<file path="src/rtl/uart_pkg.sv">
// Shared UART definitions: default frame geometry and the receive/transmit state encoding.
package uart_pkg;

  localparam int OVERSAMPLE_RATE = 16;
  localparam int BITS            = 8;

  typedef enum logic [1:0] {
    IDLE  = 2'b00,
    START = 2'b01,
    DATA  = 2'b10,
    STOP  = 2'b11
  } state_t;

endpackage

</file>
<file path="src/rtl/receiver_if.sv">
// Serial receive bus: line and oversample strobe in, received byte and status pulses out.
interface receiver_if #(
  parameter int BITS = uart_pkg::BITS
);

  logic            i_RX;
  logic            i_TICK;
  logic [BITS-1:0] o_RX_DATA;
  logic            o_RX_DV;
  logic            o_RX_ERR;

  modport master (
    output i_RX, i_TICK,
    input  o_RX_DATA, o_RX_DV, o_RX_ERR
  );

  modport slave (
    input  i_RX, i_TICK,
    output o_RX_DATA, o_RX_DV, o_RX_ERR
  );

endinterface

</file>
<file path="src/rtl/sync_2ff.sv">
// Two-flop synchronizer for the asynchronous serial line; resets to the idle (high) level.
module sync_2ff (
  input  logic P_CLK,
  input  logic reset,
  input  logic i_d,
  output logic o_q
);

  logic r_meta;
  logic r_sync;

  // Shift the raw line through two flops to settle metastability.
  always_ff @(posedge P_CLK or negedge reset) begin
    if (!reset) begin
      r_meta <= 1'b1;
      r_sync <= 1'b1;
    end else begin
      r_meta <= i_d;
      r_sync <= r_meta;
    end
  end

  assign o_q = r_sync;

endmodule

</file>
<file path="src/rtl/receiver.sv">
// Oversampling UART receiver: start-bit qualification, LSB-first data capture, stop-bit check.
module receiver #(
  parameter int OVERSAMPLE_RATE = uart_pkg::OVERSAMPLE_RATE,
  parameter int BITS            = uart_pkg::BITS
) (
  input  logic       P_CLK,
  input  logic       reset,
  receiver_if.slave  bus
);

  import uart_pkg::*;

  localparam int TW = $clog2(OVERSAMPLE_RATE);
  localparam int BW = $clog2(BITS);
  localparam logic [TW-1:0] TICK_MID  = TW'(OVERSAMPLE_RATE / 2 - 1);
  localparam logic [TW-1:0] TICK_LAST = TW'(OVERSAMPLE_RATE - 1);
  localparam logic [BW-1:0] BIT_LAST  = BW'(BITS - 1);

  state_t          r_state;
  logic [TW-1:0]   r_tick_cnt;
  logic [BW-1:0]   r_bit_cnt;
  logic [BITS-1:0] r_shift;
  logic [BITS-1:0] r_rx_data;
  logic            r_rx_dv;
  logic            r_rx_err;
  logic            r_rx_prev;
  logic [1:0]      r_warm;

  state_t          w_state_next;
  logic [TW-1:0]   w_tick_cnt_next;
  logic [BW-1:0]   w_bit_cnt_next;
  logic [BITS-1:0] w_shift_next;
  logic [BITS-1:0] w_rx_data_next;
  logic            w_rx_dv_next;
  logic            w_rx_err_next;
  logic            w_rx_s;
  logic            w_fall;
  logic            w_sample;

  sync_2ff u_sync (
    .P_CLK (P_CLK),
    .reset (reset),
    .i_d   (bus.i_RX),
    .o_q   (w_rx_s)
  );

  // A start edge needs a genuine high level before it. The edge-detect history stays low
  // until the reset value has flushed out of the synchronizer, so a line held low through
  // reset, or a break after a framing error, never looks like a falling edge.
  assign w_fall = r_rx_prev & ~w_rx_s;

  // Mid-bit sampling instants: half a bit into START, a full bit into each DATA/STOP bit.
  assign w_sample = bus.i_TICK &&
                    (r_state == START ? (r_tick_cnt == TICK_MID) : (r_tick_cnt == TICK_LAST));

  // Next-state decision.
  always_comb begin
    w_state_next = r_state;
    case (r_state)
      IDLE:    if (w_fall) w_state_next = START;
      START:   if (w_sample) w_state_next = w_rx_s ? IDLE : DATA;
      DATA:    if (w_sample && r_bit_cnt == BIT_LAST) w_state_next = STOP;
      STOP:    if (w_sample) w_state_next = IDLE;
      default: w_state_next = IDLE;
    endcase
  end

  // Counter, shift-register and output-pulse updates; counters move only on i_TICK.
  always_comb begin
    w_tick_cnt_next = r_tick_cnt;
    w_bit_cnt_next  = r_bit_cnt;
    w_shift_next    = r_shift;
    w_rx_data_next  = r_rx_data;
    w_rx_dv_next    = 1'b0;
    w_rx_err_next   = 1'b0;
    case (r_state)
      IDLE: begin
        if (w_fall) w_tick_cnt_next = '0;
      end
      START: begin
        if (w_sample) begin
          w_tick_cnt_next = '0;
          w_bit_cnt_next  = '0;
        end else if (bus.i_TICK) begin
          w_tick_cnt_next = r_tick_cnt + 1'b1;
        end
      end
      DATA: begin
        if (w_sample) begin
          w_tick_cnt_next          = '0;
          w_shift_next[r_bit_cnt]  = w_rx_s;
          if (r_bit_cnt != BIT_LAST) w_bit_cnt_next = r_bit_cnt + 1'b1;
        end else if (bus.i_TICK) begin
          w_tick_cnt_next = r_tick_cnt + 1'b1;
        end
      end
      STOP: begin
        if (w_sample) begin
          w_tick_cnt_next = '0;
          if (w_rx_s) begin
            w_rx_data_next = r_shift;
            w_rx_dv_next   = 1'b1;
          end else begin
            w_rx_err_next  = 1'b1;
          end
        end else if (bus.i_TICK) begin
          w_tick_cnt_next = r_tick_cnt + 1'b1;
        end
      end
      default: w_tick_cnt_next = '0;
    endcase
  end

  // All receiver state, counters and registered outputs.
  always_ff @(posedge P_CLK or negedge reset) begin
    if (!reset) begin
      r_state    <= IDLE;
      r_tick_cnt <= '0;
      r_bit_cnt  <= '0;
      r_shift    <= '0;
      r_rx_data  <= '0;
      r_rx_dv    <= 1'b0;
      r_rx_err   <= 1'b0;
      r_rx_prev  <= 1'b0;
      r_warm     <= 2'd0;
    end else begin
      r_state    <= w_state_next;
      r_tick_cnt <= w_tick_cnt_next;
      r_bit_cnt  <= w_bit_cnt_next;
      r_shift    <= w_shift_next;
      r_rx_data  <= w_rx_data_next;
      r_rx_dv    <= w_rx_dv_next;
      r_rx_err   <= w_rx_err_next;
      if (r_warm != 2'd2) r_warm <= r_warm + 2'd1;
      r_rx_prev  <= (r_warm == 2'd2) ? w_rx_s : 1'b0;
    end
  end

  assign bus.o_RX_DATA = r_rx_data;
  assign bus.o_RX_DV   = r_rx_dv;
  assign bus.o_RX_ERR  = r_rx_err;

endmodule

</file>
<file path="src/flat_wrapper.sv">
// flat-port wrapper written by rule: the top's interface ports become plain ports
module receiver_flat import uart_pkg::*;
#(
  parameter int OVERSAMPLE_RATE = uart_pkg::OVERSAMPLE_RATE,
  parameter int BITS            = uart_pkg::BITS
)
  (P_CLK, reset, bus_i_RX, bus_i_TICK, bus_o_RX_DATA, bus_o_RX_DV, bus_o_RX_ERR);
  receiver_if #(.BITS(BITS)) bus_i ();
  input  logic P_CLK;
  input  logic reset;
  input wire logic [$bits(bus_i.i_RX)-1:0] bus_i_RX;
  input wire logic [$bits(bus_i.i_TICK)-1:0] bus_i_TICK;
  output wire logic [$bits(bus_i.o_RX_DATA)-1:0] bus_o_RX_DATA;
  output wire logic [$bits(bus_i.o_RX_DV)-1:0] bus_o_RX_DV;
  output wire logic [$bits(bus_i.o_RX_ERR)-1:0] bus_o_RX_ERR;
  assign bus_i.i_RX = bus_i_RX;
  assign bus_i.i_TICK = bus_i_TICK;
  assign bus_o_RX_DATA = bus_i.o_RX_DATA;
  assign bus_o_RX_DV = bus_i.o_RX_DV;
  assign bus_o_RX_ERR = bus_i.o_RX_ERR;
  receiver #(.OVERSAMPLE_RATE(OVERSAMPLE_RATE), .BITS(BITS)) u_core (.P_CLK(P_CLK), .reset(reset), .bus(bus_i));
endmodule
</file>
<file path="config.mk">
export PLATFORM = sky130hd
export DESIGN_NAME = receiver_flat
export DESIGN_NICKNAME = d
export VERILOG_FILES = /design/src/rtl/uart_pkg.sv /design/src/rtl/receiver_if.sv /design/src/rtl/sync_2ff.sv /design/src/rtl/receiver.sv /design/src/flat_wrapper.sv
export SDC_FILE = /design/constraint.sdc
export NUM_CORES = 1
export LEC_CHECK = 0
export CELL_PAD_IN_SITES_DETAIL_PLACEMENT = 1
export CELL_PAD_IN_SITES_GLOBAL_PLACEMENT = 2
export CORE_UTILIZATION = 35
export CTS_BUF_LIST = sky130_fd_sc_hd__clkbuf_8
export DETAILED_ROUTE_END_ITERATION = 10
export GPL_ROUTABILITY_DRIVEN = 0
export GPL_TIMING_DRIVEN = 0
export HOLD_SLACK_MARGIN = 0.05
export PLACE_DENSITY = 0.81
export SLEW_MARGIN = 25
export SYNTH_ARGS = -nofsm -noshare
export SYNTH_HDL_FRONTEND = slang
export SYNTH_HIERARCHICAL = 1
export SYNTH_SLANG_ARGS = --single-unit
</file>
<file path="constraint.sdc">
create_clock -name P_CLK -period 3.85 [get_ports P_CLK]
set_clock_uncertainty 0.05 [all_clocks]
set_input_delay 0.5775 -clock P_CLK [delete_from_list [all_inputs] [get_ports P_CLK]]
set_output_delay 0.5775 -clock P_CLK [all_outputs]
set_load 0.05 [all_outputs]
</file>
==> flow_summary.ini <==
[outcome]
status = finished clean

[die]
io_pins = 14
core_sq_um = 4030
die_h_um = 66.8
rows = 23
die_area_sq_um = 4470
dieWidth_um = 66.8
initial_core_util_pct = 36.5

[global_routing]
grt_pass1_wl_um = 4980
met3_usage_pct = 4.79
grt_start_max_net_pins = 33
grt_pass1_vias = 1064
grt-busiest-layer = met2
grt_usage_pct = 15.3
grt.met2_usage_pct = 25.0
grtUsageMet1_pct = 18.8
globalRouteOverflowTotal = 0
antenna_found_initial = 0

[cts]
postCtsSetupBuffers = 0
hold_buffers = 0
clk_pin_slew_ps = 70
clock_sinks = 32
h-tree-depth = 2
cts_tree = yes
clk_path_buf_depth = 2
clkLatencyLatePin_ps = 270
cts_resized = 0
cts-root-buf = clkbuf_8
cts_buffers = 5

[drt]
drt-initial-drc-count = 30
detail_route.first_pass.iterations = 2
ant_nets = 0
drcViolationCount = 0
routedWlPerCell_um = 14.3
drt_wl_total_um = 2780
vias = 980
avgViaCountPerCell = 5.05

[worst_setup_path]
crit_path_top_delay_cell = clkdlybuf4s50_1
setup.worst_path.start_class = flop
cp_data_required_time_ps = 3220
r2r_slack_ps = 2030
crit_family = buffers and inverters
max_stage_delay_ps = 810
end_kind = output port
crit_buf_inv = 1
cp.arrival_ps = 1430
path_max_fanout = 2
crit_chain = clkdlybuf4s50_1
path_class = reg2out

[pwr]
power.density_nw_per_um2 = 498
ir_drop_uv = 298
switching_power_mw = 0.273
p_clk_share_pct = 30.2
power_leakage_nw = 0.814
power_mw = 0.873
power_frac_seq_pct = 46.3
intPower_mw = 0.600
switching_share_pct = 31.2
p_comb_share_pct = 23.4

[sta]
finalCritPeriodShare_pct = 53.6
hold_viol = 0
rsz0062_at_grt = false
holdWs_ps = 298
finalSetupViolCount = 0
worst_pin_slew_ps = 701
min_period_ps = 2060
max_freq_mhz = 485
fin_setup_tns_ps = 0
relSlewSlack_pct = 53.3
slew_violations = 0

[synthesis]
ys_seq_elements = 32
syn-num-nets = 131
yosysWarnings = 6
synthCells = 123
ys_seq_area_share_pct = 54.6
synth.distinct_cells = 33
syn_avg_cell_area_sq_um = 12.0
syn_area_sq_um = 1470

[min_path]
min_path_type = in2async

[cells_and_area]
final_layout_size_suffix_gt1_share_pct = 25.7
final-seq-area_sq_um = 803
multi_input_area_sq_um = 617
n_fill_cell = 464
final_cells = 194
final_nets = 151
n_antenna_cell = 0
syn2layout_area_growth_pct = 19.1

[place]
dpl.cell_count = 186
dp_hpwl_um = 2010
port_buffers = 13

[flow_run]
drv_cap = 0
sequential cells by signal, indices dropped and copies added (netlist names), named ones only:
signal	count
u_core/bus.o_RX_DATA	8
u_core/r_shift	8
u_core/r_tick_cnt	4
u_core/r_bit_cnt	3
u_core/r_warm	2
u_core/bus.o_RX_DV	1
u_core/bus.o_RX_ERR	1
u_core/r_rx_prev	1
u_core/r_state	1
u_core/u_sync/o_q	1
u_core/u_sync/r_meta	1
placed cells by master, fill, tap and decap left out, types with 2 or more instances in the layout:
master	instances
clkdlybuf4s50_1	12
ha_1	4
dfstp_2	2
mux2_2	18
nor3_1	4
xnor2_1	3
clkbuf_1	2
buf_2	3
o21ai_0	6
nor2_1	8
or3_1	2
a22o_1	5
clkbuf_8	6
dfrtp_1	30
nand2_1	4
buf_4	2
nand3_1	9
inv_1	6
per-stage QoR:
step                instance area (sq um)  util [%]  setup WS (ps)
floorplan                            1470         -           2210
global placement                     1660      41.3           1510
global route                         1750      43.5           1710
finish                               1750      43.5           1790
CTS                                  1750      43.5           1770
detailed placement                   1660      41.2           1500
final timing paths:
path | startpoint | to | cells after the start
setup / recovery | u_core/bus.o_RX_DATA[0] | bus_o_RX_DATA[0] | 1
hold / removal | reset | u_core/r_bit_cnt[2] | 1
setup reg to reg | u_core/r_tick_cnt[1] | u_core/bus.o_RX_DATA[4] | 4
hold reg to reg | u_core/u_sync/r_meta | u_core/u_sync/o_q | 0
max in group asynchronous | reset | u_core/r_tick_cnt[3] | 1
min in group P_CLK | u_core/u_sync/r_meta | u_core/u_sync/o_q | 0
area by class of cell:
type | count | area share [%]
plain buffers | 6 | 1.86
clock buffers | 6 | 4.71
clock inverters | 2 | 0.642
inverters | 5 | 1.07
multi-input cells | 80 | 35.2
flip-flops and latches | 32 | 45.8
well taps | 50 | 3.57
repair buffers | 13 | 7.14
Yosys cell counts (all sizes together):
master	n	area, sq um
nor4	2	18.8
and2	1	6.26
nand2b	1	6.26
xnor2	3	26.3
buf	4	25.0
nor3b	1	7.51
a21oi	1	5.00
dfstp	2	52.6
mux2	18	203
nand3	9	45.0
o211ai	1	7.51
nor2	8	30.0
and4	1	8.76
a31o	1	8.76
ha	4	50.1
a22o	5	43.8
clkbuf	2	7.51
dfrtp	30	751
mux2i	1	10.0
xor2	1	8.76
o21ai	6	30.0
nand4	2	18.8
or3b	1	11.3
nor2b	1	8.76
nor3	4	20.0
or3	2	12.5
a211oi	1	7.51
inv	5	18.8
nand3b	1	7.51
nand2	4	15.0
cells by family (layout without fill, tap and decap cells):
group,count (synthesis),after routing,synth area share [%]
flip-flops,32,32,54.6
multiplexers,19,19,14.5
AND/OR/NAND/NOR,38,38,14.7
AO/OA/AOI/OAI,15,15,6.97
XOR/XNOR,4,4,2.38
buffers and inverters,11,32,3.49
adder cells (fa/ha/maj),4,4,3.40
per-layer routing:
metal  vias to the layer above  share of wire (%)
met5                         -                  0
met4                         0                1.5
met3                         5                2.1
met2                        10                 48
met1                       491                 49
li1                        474                  -
power by group through the flow:
stage / registers, mW / logic, mW / clock network, mW
floorplan: 0.400 / 0.160 / 0
global placement: 0.407 / 0.196 / 0
detailed placement: 0.410 / 0.206 / 0
CTS: 0.404 / 0.207 / 0.272
global route: 0.411 / 0.227 / 0.289
finish: 0.405 / 0.205 / 0.264
No activity file was read; power rests on OpenSTA's default activity.
